<file path="config.mk">
export PLATFORM = sky130hd
export DESIGN_NAME = uart_tx_fifo_sequencer
export DESIGN_NICKNAME = d
export VERILOG_FILES = /design/src/rtl/uart_tx_seq_pkg.sv /design/src/rtl/uart_tx_seq_byte_cnt.sv /design/src/rtl/uart_tx_fifo_sequencer.sv
export SDC_FILE = /design/constraint.sdc
export NUM_CORES = 1
export LEC_CHECK = 0
export ABC_AREA = 1
export ABC_CLOCK_PERIOD_IN_PS = 1800
export BUFFER_PORTS_ARGS = -buffer_cell sky130_fd_sc_hd__buf_2
export CORE_AREA = 8 8 69 71
export DETAILED_ROUTE_END_ITERATION = 8
export DIE_AREA = 0 0 77 79
export HOLD_SLACK_MARGIN = 0.15
export PLACE_DENSITY = 0.82
export REMOVE_ABC_BUFFERS = 1
export SLEW_MARGIN = 20
export SYNTH_ARGS = -nofsm -noshare
export SYNTH_HDL_FRONTEND = slang
export SYNTH_HIERARCHICAL = 1
export SYNTH_SLANG_ARGS = --single-unit
</file>
<file path="constraint.sdc">
create_clock -name clock -period 1.8 [get_ports clock]
set_input_delay 0.18 -clock clock [delete_from_list [all_inputs] [get_ports clock]]
set_output_delay 0.18 -clock clock [all_outputs]
set_load 0.02 [all_outputs]
</file>
<file path="src/rtl/uart_tx_seq_pkg.sv">
// rtl/uart_tx_seq_pkg.sv - shared state encoding and latency constants for the UART TX FIFO sequencer
package uart_tx_seq_pkg;

    localparam int LAT_W      = 2;
    localparam int RD_LAT_MIN = 1;
    localparam int RD_LAT_MAX = 4;

    typedef enum logic [1:0] {
        ST_IDLE = 2'd0,
        ST_READ = 2'd1,
        ST_WAIT = 2'd2,
        ST_HOLD = 2'd3
    } seq_state_e;

endpackage

</file>
<file path="src/rtl/uart_tx_seq_byte_cnt.sv">
// rtl/uart_tx_seq_byte_cnt.sv - saturating delivered-byte counter with synchronous clear
module uart_tx_seq_byte_cnt #(
    parameter int CNT_WIDTH = 16
) (
    input  logic                 clock,
    input  logic                 reset_n,
    input  logic                 clr,
    input  logic                 inc,
    output logic [CNT_WIDTH-1:0] count
);

    logic [CNT_WIDTH-1:0] count_q, count_d;

    always_ff @(posedge clock or negedge reset_n) begin
        if (!reset_n) begin
            count_q <= '0;
        end else begin
            count_q <= count_d;
        end
    end

    // A clear coinciding with a delivery still counts that delivery.
    always_comb begin
        count_d = count_q;
        if (clr) begin
            count_d = inc ? CNT_WIDTH'(1) : '0;
        end else if (inc && (count_q != '1)) begin
            count_d = count_q + CNT_WIDTH'(1);
        end
    end

    assign count = count_q;

endmodule

</file>
<file path="src/rtl/uart_tx_fifo_sequencer.sv">
// rtl/uart_tx_fifo_sequencer.sv - drains the TX FIFO into the UART shifter; UART_TX_SEQ_CTS_EN adds cts_n flow control
module uart_tx_fifo_sequencer
    import uart_tx_seq_pkg::*;
#(
    parameter int DATA_WIDTH = 8,
    parameter int RD_LATENCY = 2,
    parameter int CNT_WIDTH  = 16
) (
    input  logic                  clock,
    input  logic                  reset_n,
    input  logic                  enable,
    input  logic                  fifo_empty,
    input  logic [DATA_WIDTH-1:0] fifo_data,
    output logic                  fifo_read_n,
    input  logic                  tx_busy,
`ifdef UART_TX_SEQ_CTS_EN
    input  logic                  cts_n,
`endif
    output logic [DATA_WIDTH-1:0] tx_data,
    output logic                  tx_load,
    output logic                  seq_busy,
    input  logic                  count_clr,
    output logic [CNT_WIDTH-1:0]  byte_count
);

    localparam logic [LAT_W-1:0] LAT_LOAD = LAT_W'(RD_LATENCY - 1);

    generate
        if (RD_LATENCY < RD_LAT_MIN || RD_LATENCY > RD_LAT_MAX) begin : g_bad_rd_latency
            rd_latency_out_of_range u_rd_latency_out_of_range ();
        end
    endgenerate

    seq_state_e            state_q, state_d;
    logic [LAT_W-1:0]      lat_q, lat_d;
    logic [DATA_WIDTH-1:0] hold_q, hold_d;
    logic [DATA_WIDTH-1:0] tx_data_q, tx_data_d;
    logic                  read_n_q, read_n_d;
    logic                  guard_q, guard_d;
    logic                  cts_ok;
    logic                  load;

`ifdef UART_TX_SEQ_CTS_EN
    assign cts_ok = ~cts_n;
`else
    assign cts_ok = 1'b1;
`endif

    always_ff @(posedge clock or negedge reset_n) begin
        if (!reset_n) begin
            state_q   <= ST_IDLE;
            lat_q     <= '0;
            hold_q    <= '0;
            tx_data_q <= '0;
            read_n_q  <= 1'b1;
            guard_q   <= 1'b0;
        end else begin
            state_q   <= state_d;
            lat_q     <= lat_d;
            hold_q    <= hold_d;
            tx_data_q <= tx_data_d;
            read_n_q  <= read_n_d;
            guard_q   <= guard_d;
        end
    end

    // No new read until HOLD hands off, so a stale fifo_empty can never double-read.
    always_comb begin
        state_d = state_q;
        lat_d   = lat_q;
        hold_d  = hold_q;
        case (state_q)
            ST_IDLE: if (enable && !fifo_empty && cts_ok) state_d = ST_READ;
            ST_READ: begin
                lat_d   = LAT_LOAD;
                state_d = ST_WAIT;
            end
            ST_WAIT: begin
                if (lat_q == '0) begin
                    hold_d  = fifo_data;
                    state_d = ST_HOLD;
                end else begin
                    lat_d = lat_q - LAT_W'(1);
                end
            end
            ST_HOLD: if (load) state_d = ST_IDLE;
            default: state_d = ST_IDLE;
        endcase
    end

    // guard covers the cycle before the shifter reports busy after a load.
    always_comb begin
        load      = (state_q == ST_HOLD) && !tx_busy && !guard_q && cts_ok;
        read_n_d  = (state_d != ST_READ);
        guard_d   = load;
        tx_data_d = load ? hold_q : tx_data_q;
    end

    assign fifo_read_n = read_n_q;
    assign tx_load     = load;
    assign tx_data     = tx_data_d;
    assign seq_busy    = (state_q != ST_IDLE);

    uart_tx_seq_byte_cnt #(
        .CNT_WIDTH (CNT_WIDTH)
    ) u_byte_cnt (
        .clock   (clock),
        .reset_n (reset_n),
        .clr     (count_clr),
        .inc     (load),
        .count   (byte_count)
    );

endmodule

</file>
==> impl_metrics.py, run 1 <==
metrics = {
    "synth": {
        "synthCells": 251,
        "synthDistinctLibCells": 27,
        "syn_area_um2": 1930,
        "ys_ff_latch": 38,
        "ys_warn_count": 6,
        "avgSynthCellArea_um2": 7.68,
        "yosysSeqAreaShare_pct": 49.4,
    },
    "placement": {
        "portBuffers": 40,
        "hpwl_um": 3200,
        "place_ws_ns": -0.0919,
        "gp_congestion": 0.874,
        "dp.cells": 346,
    },
    "finish": {
        "diodes": 0,
        "final_core_util_pct": 64.4,
        "fillers": 359,
        "layout_commonest_cell": "nand2_1",
        "layout_common_cells": "104 x nand2_1, 40 x buf_2, 37 x dfrtp_1",
        "drive_above_1_share_pct": 22.5,
        "fin_nets": 330,
        "syn2layout_area_growth_pct": 26.8,
        "instances_no_fill": 365,
    },
    "sta": {
        "finalCriticalPeriod_ns": 1.66,
        "worst_slack_ns": 0.142,
        "max_slew.worst_pin.slew_ns": 0.482,
        "fmax_ghz": 0.603,
        "setup_violations": 0,
        "rsz0062_at_grt": "false",
        "finClkSkew_ns": 0.00456,
        "period_share_pct": 92.1,
        "relSlewSlack_pct": 67.9,
        "drv_slew": 0,
        "hold_viol": 0,
        "whs_ns": 0.179,
    },
    "cts": {
        "cts_buffers": 5,
        "clkSinkCount": 38,
        "clock_path_buffers": 2,
        "cts_tree": "yes",
        "path_clk_slew_ns": 0.07,
        "root_buffer": "clkbuf_8",
        "clock_latency_ns": 0.29,
        "cts_setup_buffers": 0,
        "h-tree-depth": 2,
    },
    "floorplanning": {
        "die_h_um": 79,
        "die_w_um": 77,
        "fp.coreArea_um2": 3800,
        "initial_core_util_pct": 50.8,
        "boundaryPins": 41,
        "row_count": 23,
        "die_area_um2": 6080,
    },
    "worst_setup_path": {
        "start_kind": "flip-flop",
        "end_kind": "primary output",
        "critPathMostFrequentCell": "nand2_1",
        "setup.worst_path.class": "reg -> out",
        "cp_slowest_stage_delay_ns": 0.42,
        "cp_slowest_cell": "dfrtp_1",
        "worstPathMaxFanout": 14,
        "critPathRequiredTime_ns": 1.62,
        "cp_data_arrival_time_ns": 1.48,
        "crit_chain": "nand2_2 > inv_2 > nand2_4 > clkinv_4 > buf_6 > nand2_1 > nand2_1 > buf_2",
    },
    "route": {
        "routed-wl-met2_um": 2280,
        "wl_per_cell_um": 12.5,
        "dr.pass1.iters": 4,
        "ant_nets": 0,
        "viasPerCell": 4.94,
        "wl_met3_um": 310,
        "drt_wl_total_um": 4570,
        "highest_layer": "met4",
        "num_vias": 1804,
        "drc": 0,
        "wl_met1_um": 1900,
        "drt_iter0_drc": 108,
    },
    "power": {
        "powerDensity_nw_per_um2": 1210,
        "total_power_mw": 2.96,
        "cellLeakagePower_nw": 1.30,
        "ir_drop_mv": 0.974,
    },
    "outcome": {
        "outcome": "finished, final reports clean",
    },
    "grt": {
        "antenna_found_initial": 0,
        "grt_pass1_vias": 1874,
        "grt_pass1_wl_um": 8160,
        "grt_usage_pct": 16.3,
        "overflow": 0,
        "grt_max_degree": 39,
    },
    "job": {
        "maxCapViolCount": 0,
    },
    "worst_hold_path": {
        "hold_class": "in -> reg",
    },
}
-- final cells by class --
cell class	instances	area (µm²)	share of cell area, %
Inverter	23	91.3	3.74
Tap cell	50	62.6	2.56
Multi-Input combinational cell	187	875	35.8
Clock buffer	8	90.1	3.68
Sequential cell	38	952	38.9
Timing Repair Buffer	59	374	15.3
-- layer usage --
| metal | GRT usage [%] | vias to the layer above |
|---|---|---|
| met5 | 0 | - |
| met4 | 7.17 | 0 |
| met3 | 5.98 | 8 |
| met2 | 29.2 | 47 |
| met1 | 16.9 | 843 |
| li1 | - | 906 |
-- synth_stat cells --
| cell | count | share of area, % |
|---|---|---|
| nand2_1 | 104 | 20 |
| dfrtp_1 | 37 | 48 |
| nor2_1 | 25 | 4.9 |
| nand3_1 | 20 | 5.2 |
| inv_1 | 19 | 3.7 |
| nand4_1 | 6 | 1.9 |
| a21oi_1 | 4 | 1.0 |
| nand2_2 | 4 | 1.3 |
| o21ai_0 | 4 | 1.0 |
| nor2_4 | 3 | 1.8 |
| o21bai_1 | 3 | 1.2 |
| xnor2_1 | 3 | 1.4 |
| ha_1 | 2 | 1.3 |
| inv_2 | 2 | 0.39 |
| nand2_4 | 2 | 1.2 |
| nand3b_1 | 2 | 0.78 |
| a21boi_1 | 1 | 0.39 |
| buf_1 | 1 | 0.19 |
| buf_2 | 1 | 0.26 |
| buf_6 | 1 | 0.58 |
| clkinv_1 | 1 | 0.19 |
| clkinv_4 | 1 | 0.45 |
| dfstp_2 | 1 | 1.4 |
| nor2_2 | 1 | 0.32 |
| nor3_1 | 1 | 0.26 |
| o21ai_1 | 1 | 0.26 |
| o21ai_2 | 1 | 0.45 |
-- final timing paths --
check	start	end	slack (ns)	cells after the start
worst min-delay path	count_clr	u_byte_cnt/count[4]	0.18	4
worst max-delay path	state_q[0]	tx_data[1]	0.14	8
min in group asynchronous	reset_n	u_byte_cnt/count[3]	0.47	3
max in group asynchronous	reset_n	fifo_read_n	0.98	3
worst max register to register	state_q[0]	u_byte_cnt/count[13]	0.17	12
worst min register to register	hold_q[6]	hold_q[6]	0.48	2
-- repair_timing --
action	in CTS	in global routing
hold buffers	11	0
pin swaps	0	0
endpoints found under the setup margin	12	12
endpoints found under the hold margin	46	0
resized for setup	1	3
-- registers in the layout, summed over array words and instances (netlist names) --
register          cells
lat_q                 2
u_byte_cnt/count     16
fifo_read_n           1
tx_data_q             8
hold_q                8
guard_q               1
state_q               2
-- worst max-delay path, delay by kind of cell, from the launching register on --
family	cells	cell delay, ns
buffers and inverters	4	0.45
flip-flops	1	0.42
AND/OR/NAND/NOR	4	0.30
-- power breakdown --
| group | switching [mW] | total, mW | internal, mW | leakage [nW] |
|---|---|---|---|---|
| registers | 0.121 | 1.22 | 1.10 | 0.492 |
| logic | 0.736 | 1.14 | 0.400 | 0.758 |
| clock network | 0.294 | 0.607 | 0.312 | 0.0455 |
-- logic make-up after synthesis --
| logic type | count (synthesis) | share of synthesized area (%) |
|---|---|---|
| simple gates | 168 | 37.8 |
| flops | 38 | 49.4 |
| buf+inv | 26 | 5.78 |
| compound gates | 14 | 4.35 |
| xor+xnor | 3 | 1.36 |
| fa+ha+maj | 2 | 1.30 |
-- through the flow --
| stage | setup TNS (ns) | instance area (µm²) |
|---|---|---|
| floorplan | 0 | 1910 |
| global placement | -0.179 | 2230 |
| detailed placement | -0.785 | 2230 |
| CTS | 0 | 2430 |
| global route | 0 | 2440 |
| finish | 0 | 2440 |
(Power assumes the default switching activity.)
==> run 2: changes to the inputs <==
PLACE_DENSITY = 0.83   (was 0.82)
SYNTH_HIERARCHICAL = unset   (was 1)
==> impl_metrics.py, run 2 <==
metrics = {
    "outcome": {
        "outcome": "finished, final reports clean",
    },
    "route": {
        "wl_per_cell_um": 12.9,
        "num_vias": 1671,
        "ant_nets": 0,
        "viasPerCell": 4.96,
        "drt_wl_total_um": 4360,
        "drc": 0,
        "drt_iter0_drc": 107,
        "dr.pass1.iters": 4,
    },
    "grt": {
        "grt_pass1_wl_um": 7710,
        "antenna_found_initial": 0,
        "grt_max_degree": 39,
        "grt_usage_pct": 15.4,
        "overflow": 0,
        "grt_pass1_vias": 1674,
    },
    "worst_setup_path": {
        "cp_data_arrival_time_ns": 1.49,
        "ff2ff_path_depth": 9,
        "start_kind": "flip-flop",
        "setup.worst_path.class": "reg -> out",
        "critPathRequiredTime_ns": 1.62,
        "end_kind": "primary output",
        "worstPathMaxFanout": 6,
    },
    "floorplanning": {
        "die_h_um": 79,
        "boundaryPins": 41,
        "row_count": 23,
        "die_w_um": 77,
        "initial_core_util_pct": 50.9,
        "die_area_um2": 6080,
        "fp.coreArea_um2": 3800,
    },
    "finish": {
        "largest_reg_flops": 16,
        "layout_common_cells": "85 x nand2_1, 40 x buf_2, 37 x dfrtp_1",
        "syn2layout_area_growth_pct": 27.0,
        "regArea_um2": 952,
        "layout_commonest_cell": "nand2_1",
        "multi_input_area_um2": 873,
        "fillers": 335,
        "diodes": 0,
        "drive_above_1_share_pct": 26.8,
        "fin_nets": 302,
    },
    "synth": {
        "synth.area.mux_share_pct": 4.66,
        "yosysSeqAreaShare_pct": 49.3,
        "yosys.area_share.xor_xnor_pct": 1.36,
        "ys_warn_count": 0,
        "ys_ff_latch": 38,
        "synth_top_family_by_area": "simple AND/OR/NAND/NOR gates",
        "synth_ff_type": "dfrtp_1",
        "synthSimpleGateAreaFrac_pct": 33.9,
        "syn_area_um2": 1930,
        "synthDistinctLibCells": 27,
        "synth_most_common_cell": "nand2_1",
        "synth_edf_count": 0,
        "synth_area_leader_cell": "dfrtp_1",
        "avgSynthCellArea_um2": 8.52,
        "synth_compound_area_share_pct": 3.82,
        "synth.top_cell.area_share_pct": 47.9,
        "netlist_top_cells_count": "86 x nand2_1, 37 x dfrtp_1, 22 x nor2_1",
        "synthTopCellsByArea": "dfrtp_1 48%, nand2_1 17%, mux2_2 4.7%, nand4_1 4.5%, nor2_1 4.3%",
        "synthAdderAreaFrac_pct": 1.29,
        "async_reset_ff_share_pct": 100,
        "synthCells": 227,
    },
    "cts": {
        "cts_tree": "yes",
        "h-tree-depth": 2,
        "root_buffer": "clkbuf_8",
        "clock_path_buffers": 2,
        "cts_buffers": 5,
        "clock_latency_ns": 0.29,
        "clkSinkCount": 38,
        "path_clk_slew_ns": 0.07,
    },
    "power": {
        "powerDensity_nw_per_um2": 1290,
        "ir_drop_mv": 0.886,
        "cellLeakagePower_nw": 1.27,
    },
    "sta": {
        "fmax_ghz": 0.598,
        "setup_tns_ns": 0,
        "drv_slew": 0,
        "finalCriticalPeriod_ns": 1.67,
        "worst_slack_ns": 0.128,
        "finClkSkew_ns": 0.00498,
        "relSlewSlack_pct": 67.9,
        "rsz0062_at_grt": "false",
        "setup_violations": 0,
        "hold_viol": 0,
        "max_slew.worst_pin.slew_ns": 0.481,
        "period_share_pct": 92.9,
    },
    "worst_hold_path": {
        "hold_depth": 4,
        "hold_class": "in -> reg",
    },
    "placement": {
        "place_ws_ns": 0.160,
        "hpwl_um": 3060,
        "gp_congestion": 0.923,
        "portBuffers": 40,
    },
    "job": {
        "maxCapViolCount": 0,
    },
}
## run 2: cell families (layout without fill, tap and decap cells)
kind of cell,Yosys count,after routing
AND/OR/NAND/NOR,142,142
flip-flops,38,38
buffers and inverters,23,83
AO/OA/AOI/OAI,11,11
adder cells (fa/ha/maj),2,2
XOR/XNOR,3,3
multiplexers,8,8
## run 2: power breakdown
group | leakage [nW] | internal, mW | switching, mW
clock | 0.0714 | 0.591 | 0.304
combinational | 0.716 | 0.412 | 0.640
sequential | 0.487 | 1.10 | 0.122
## run 2: final cells by class
class                      instances  share of cell area, %
multi-input combinational        166                   35.6
clock inverter                     2                   2.45
tap                               50                   2.55
inverter                          18                   2.80
clock buffer                       6                   3.36
timing repair buffer              57                   14.5
sequential                        38                   38.8
## run 2: worst max-delay path: stages, from the launching register on
cell,delay (ns)
dfrtp_1,0.39
nand2_2,0.10
nor3_4,0.14
inv_2,0.10
buf_4,0.18
nand2_1,0.07
nand2_1,0.06
buf_2,0.16
## run 2: timing repair
| action | in CTS | in global routing |
|---|---|---|
| resized for setup | 0 | 1 |
| setup endpoints to repair | 0 | 6 |
| hold buffers | 11 | 0 |
| setup buffers | 0 | 1 |
| hold endpoints to repair | 46 | 0 |
## run 2: layer usage
| layer | up-vias | track usage [%] | wire [µm] |
|---|---|---|---|
| li1 | 843 | - | - |
| met1 | 763 | 16.9 | 1790 |
| met2 | 57 | 26.2 | 2100 |
| met3 | 8 | 6.66 | 400 |
| met4 | 0 | 5.47 | 69 |
| met5 | - | 0 | 0 |
## run 2: stage by stage
step	hold slack [ns]	instance area [µm²]	instances	power, mW	utilization (%)
after floorplan	-0.116	1890	222	1.91	-
after global placement	0.251	2190	317	2.20	57.7
after detailed placement	0.261	2190	317	2.25	57.7
after CTS	0.152	2440	336	3.17	64.4
after global routing	0.173	2450	337	3.37	64.6
final	0.160	2450	337	3.17	64.6
## run 2: final timing paths
check                                     from              endpoint  slack [ns]
setup / recovery                    state_q[0]            tx_data[7]        0.13
hold / removal                       count_clr   u_byte_cnt.count[7]        0.16
setup reg to reg           u_byte_cnt.count[0]   u_byte_cnt.count[5]        0.14
hold reg to reg                   tx_data_q[5]          tx_data_q[5]        0.47
max in group asynchronous              reset_n           fifo_read_n        0.98
min in group asynchronous              reset_n  u_byte_cnt.count[11]        0.46
==> run 3: changes to the inputs <==
CORE_AREA = 8 8 87 58   (was 8 8 69 71)
DIE_AREA = 0 0 95 66   (was 0 0 77 79)
GPL_ROUTABILITY_DRIVEN = 0   (was unset)
PLACE_DENSITY = 0.82   (was 0.83)
==> impl_metrics.py, run 3 (synthesis gave the netlist of run 2 again) <==
metrics = {
    "outcome": {
        "outcome": "finished, final reports clean",
    },
    "power": {
        "ir_drop_mv": 0.969,
        "cellLeakagePower_nw": 1.31,
        "powerDensity_nw_per_um2": 1230,
    },
    "cts": {
        "path_clk_slew_ns": 0.08,
        "cts_tree": "yes",
        "cts_buffers": 5,
        "clock_path_buffers": 2,
        "root_buffer": "clkbuf_8",
        "h-tree-depth": 2,
        "clkSinkCount": 38,
        "clock_latency_ns": 0.30,
    },
    "worst_setup_path": {
        "setup.worst_path.class": "reg -> out",
        "start_kind": "flip-flop",
        "end_kind": "primary output",
        "cp_data_arrival_time_ns": 1.61,
        "ff2ff_path_depth": 8,
        "rrSetupSlack_ns": 0.20,
        "worstPathMaxFanout": 6,
        "critPathRequiredTime_ns": 1.62,
        "r2r-end": "u_byte_cnt.count[0]",
        "rr_startpoint": "state_q[1]",
    },
    "grt": {
        "overflow": 0,
        "grt_max_degree": 39,
        "grt_pass1_wl_um": 8190,
        "grt_usage_pct": 17.0,
        "grt_pass1_vias": 1684,
        "antenna_found_initial": 0,
    },
    "placement": {
        "portBuffers": 40,
        "hpwl_um": 3530,
        "place_ws_ns": 0.0940,
    },
    "finish": {
        "largest_reg_flops": 16,
        "layout_commonest_cell": "nand2_1",
        "fin_nets": 311,
        "syn2layout_area_growth_pct": 31.5,
        "layout_common_cells": "80 x nand2_1, 36 x dfrtp_1, 35 x buf_2",
        "drive_above_1_share_pct": 30.7,
        "diodes": 0,
    },
    "worst_hold_path": {
        "min_to": "state_q[0]",
        "hold_depth": 3,
        "hold_start": "fifo_empty",
        "hold_class": "in -> reg",
    },
    "floorplanning": {
        "row_count": 18,
        "initial_core_util_pct": 50.2,
        "die_area_um2": 6270,
        "boundaryPins": 41,
        "fp.coreArea_um2": 3850,
        "die_w_um": 95,
        "die_h_um": 66,
    },
    "route": {
        "routed-wl-met2_um": 2170,
        "highest_layer": "met4",
        "drc": 0,
        "wl_met3_um": 567,
        "dr.pass1.iters": 4,
        "wl_met1_um": 2260,
        "drt_iter0_drc": 131,
        "wl_per_cell_um": 14.6,
        "drt_wl_total_um": 5050,
        "num_vias": 1773,
        "ant_nets": 0,
        "viasPerCell": 5.12,
    },
    "sta": {
        "worst_slack_ns": 0.00942,
        "relSlewSlack_pct": 68.9,
        "finClkSkew_ns": 0.00466,
        "hold_viol": 0,
        "fmax_ghz": 0.558,
        "setup_tns_ns": 0,
        "setup_violations": 0,
        "rsz0062_at_grt": "true",
        "drv_slew": 0,
        "finalCriticalPeriod_ns": 1.79,
        "max_slew.worst_pin.slew_ns": 0.467,
        "period_share_pct": 99.5,
    },
    "job": {
        "maxCapViolCount": 0,
    },
}
## run 3: cell count changes in the layout (fill, tap and decap cells not counted), moves of 5 or more
cell / change
buf_6: +7
nand2_1: -5
nand2_2: +5
buf_4: +5
buf_2: -5
## run 3: report_power, final
group / internal [mW] / total [mW] / switching [mW]
Clock: 0.272 / 0.591 / 0.319
Combinational: 0.582 / 1.30 / 0.721
Sequential: 1.10 / 1.22 / 0.124
Total: 1.95 / 3.12 / 1.16
## run 3: how the worst max path moves through the flow
stage | startpoint | to | slack (ns) | cells past startpoint
final | state_q[1] | tx_data[1] | 0.009 | 6
after global routing | state_q[1] | tx_data[1] | -0.05 | 6
after CTS | state_q[1] | tx_data[4] | 0.03 | 7
after detailed placement | u_byte_cnt.count[0] | u_byte_cnt.count[0] | 0.09 | 9
after global placement | u_byte_cnt.count[0] | u_byte_cnt.count[0] | 0.19 | 9
after floorplan | state_q[0] | u_byte_cnt.count[15] | 0.03 | 7
## run 3: what timing repair did
action / CTS / global route
gates resized for setup: 0 / 23
hold buffers: 12 / 0
setup endpoints to repair: 1 / 20
pin swaps: 0 / 2
cloned: 0 / 1
setup buffers: 1 / 4
endpoints found under the hold margin: 47 / 0
## run 3: through the flow
step	instance area (µm²)	hold slack [ns]	total power [mW]	std cells	util (%)
after floorplan	1890	-0.116	1.91	222	-
after global placement	2210	0.257	2.21	320	57.5
after detailed placement	2210	0.252	2.27	320	57.5
after CTS	2430	0.213	2.90	341	63.2
after global routing	2540	0.219	3.32	346	66.0
final	2540	0.229	3.12	346	66.0
## run 3: routing by layer
layer  track usage (%)  up-vias
met2              23.1       71
met5                 0        -
li1                  -      867
met1              23.7      829
met4              5.61        0
met3              7.03        6
## run 3: critical path, stage by stage, from the launching register on
cell and delay [ns]:
dfrtp_1 0.38, nand2_2 0.10, nor3_4 0.30, buf_4 0.21, nand2_1 0.05, nand2_1 0.09, buf_2 0.17
## run 3: layout make-up
| cell class | count | area (µm²) |
|---|---|---|
| Inverter | 18 | 72.6 |
| Clock inverter | 3 | 21.3 |
| Clock buffer | 5 | 68.8 |
| Sequential cell | 38 | 953 |
| Multi-Input combinational cell | 166 | 886 |
| Tap cell | 50 | 62.6 |
| Timing Repair Buffer | 66 | 477 |
| Fill cell | 308 | 1310 |
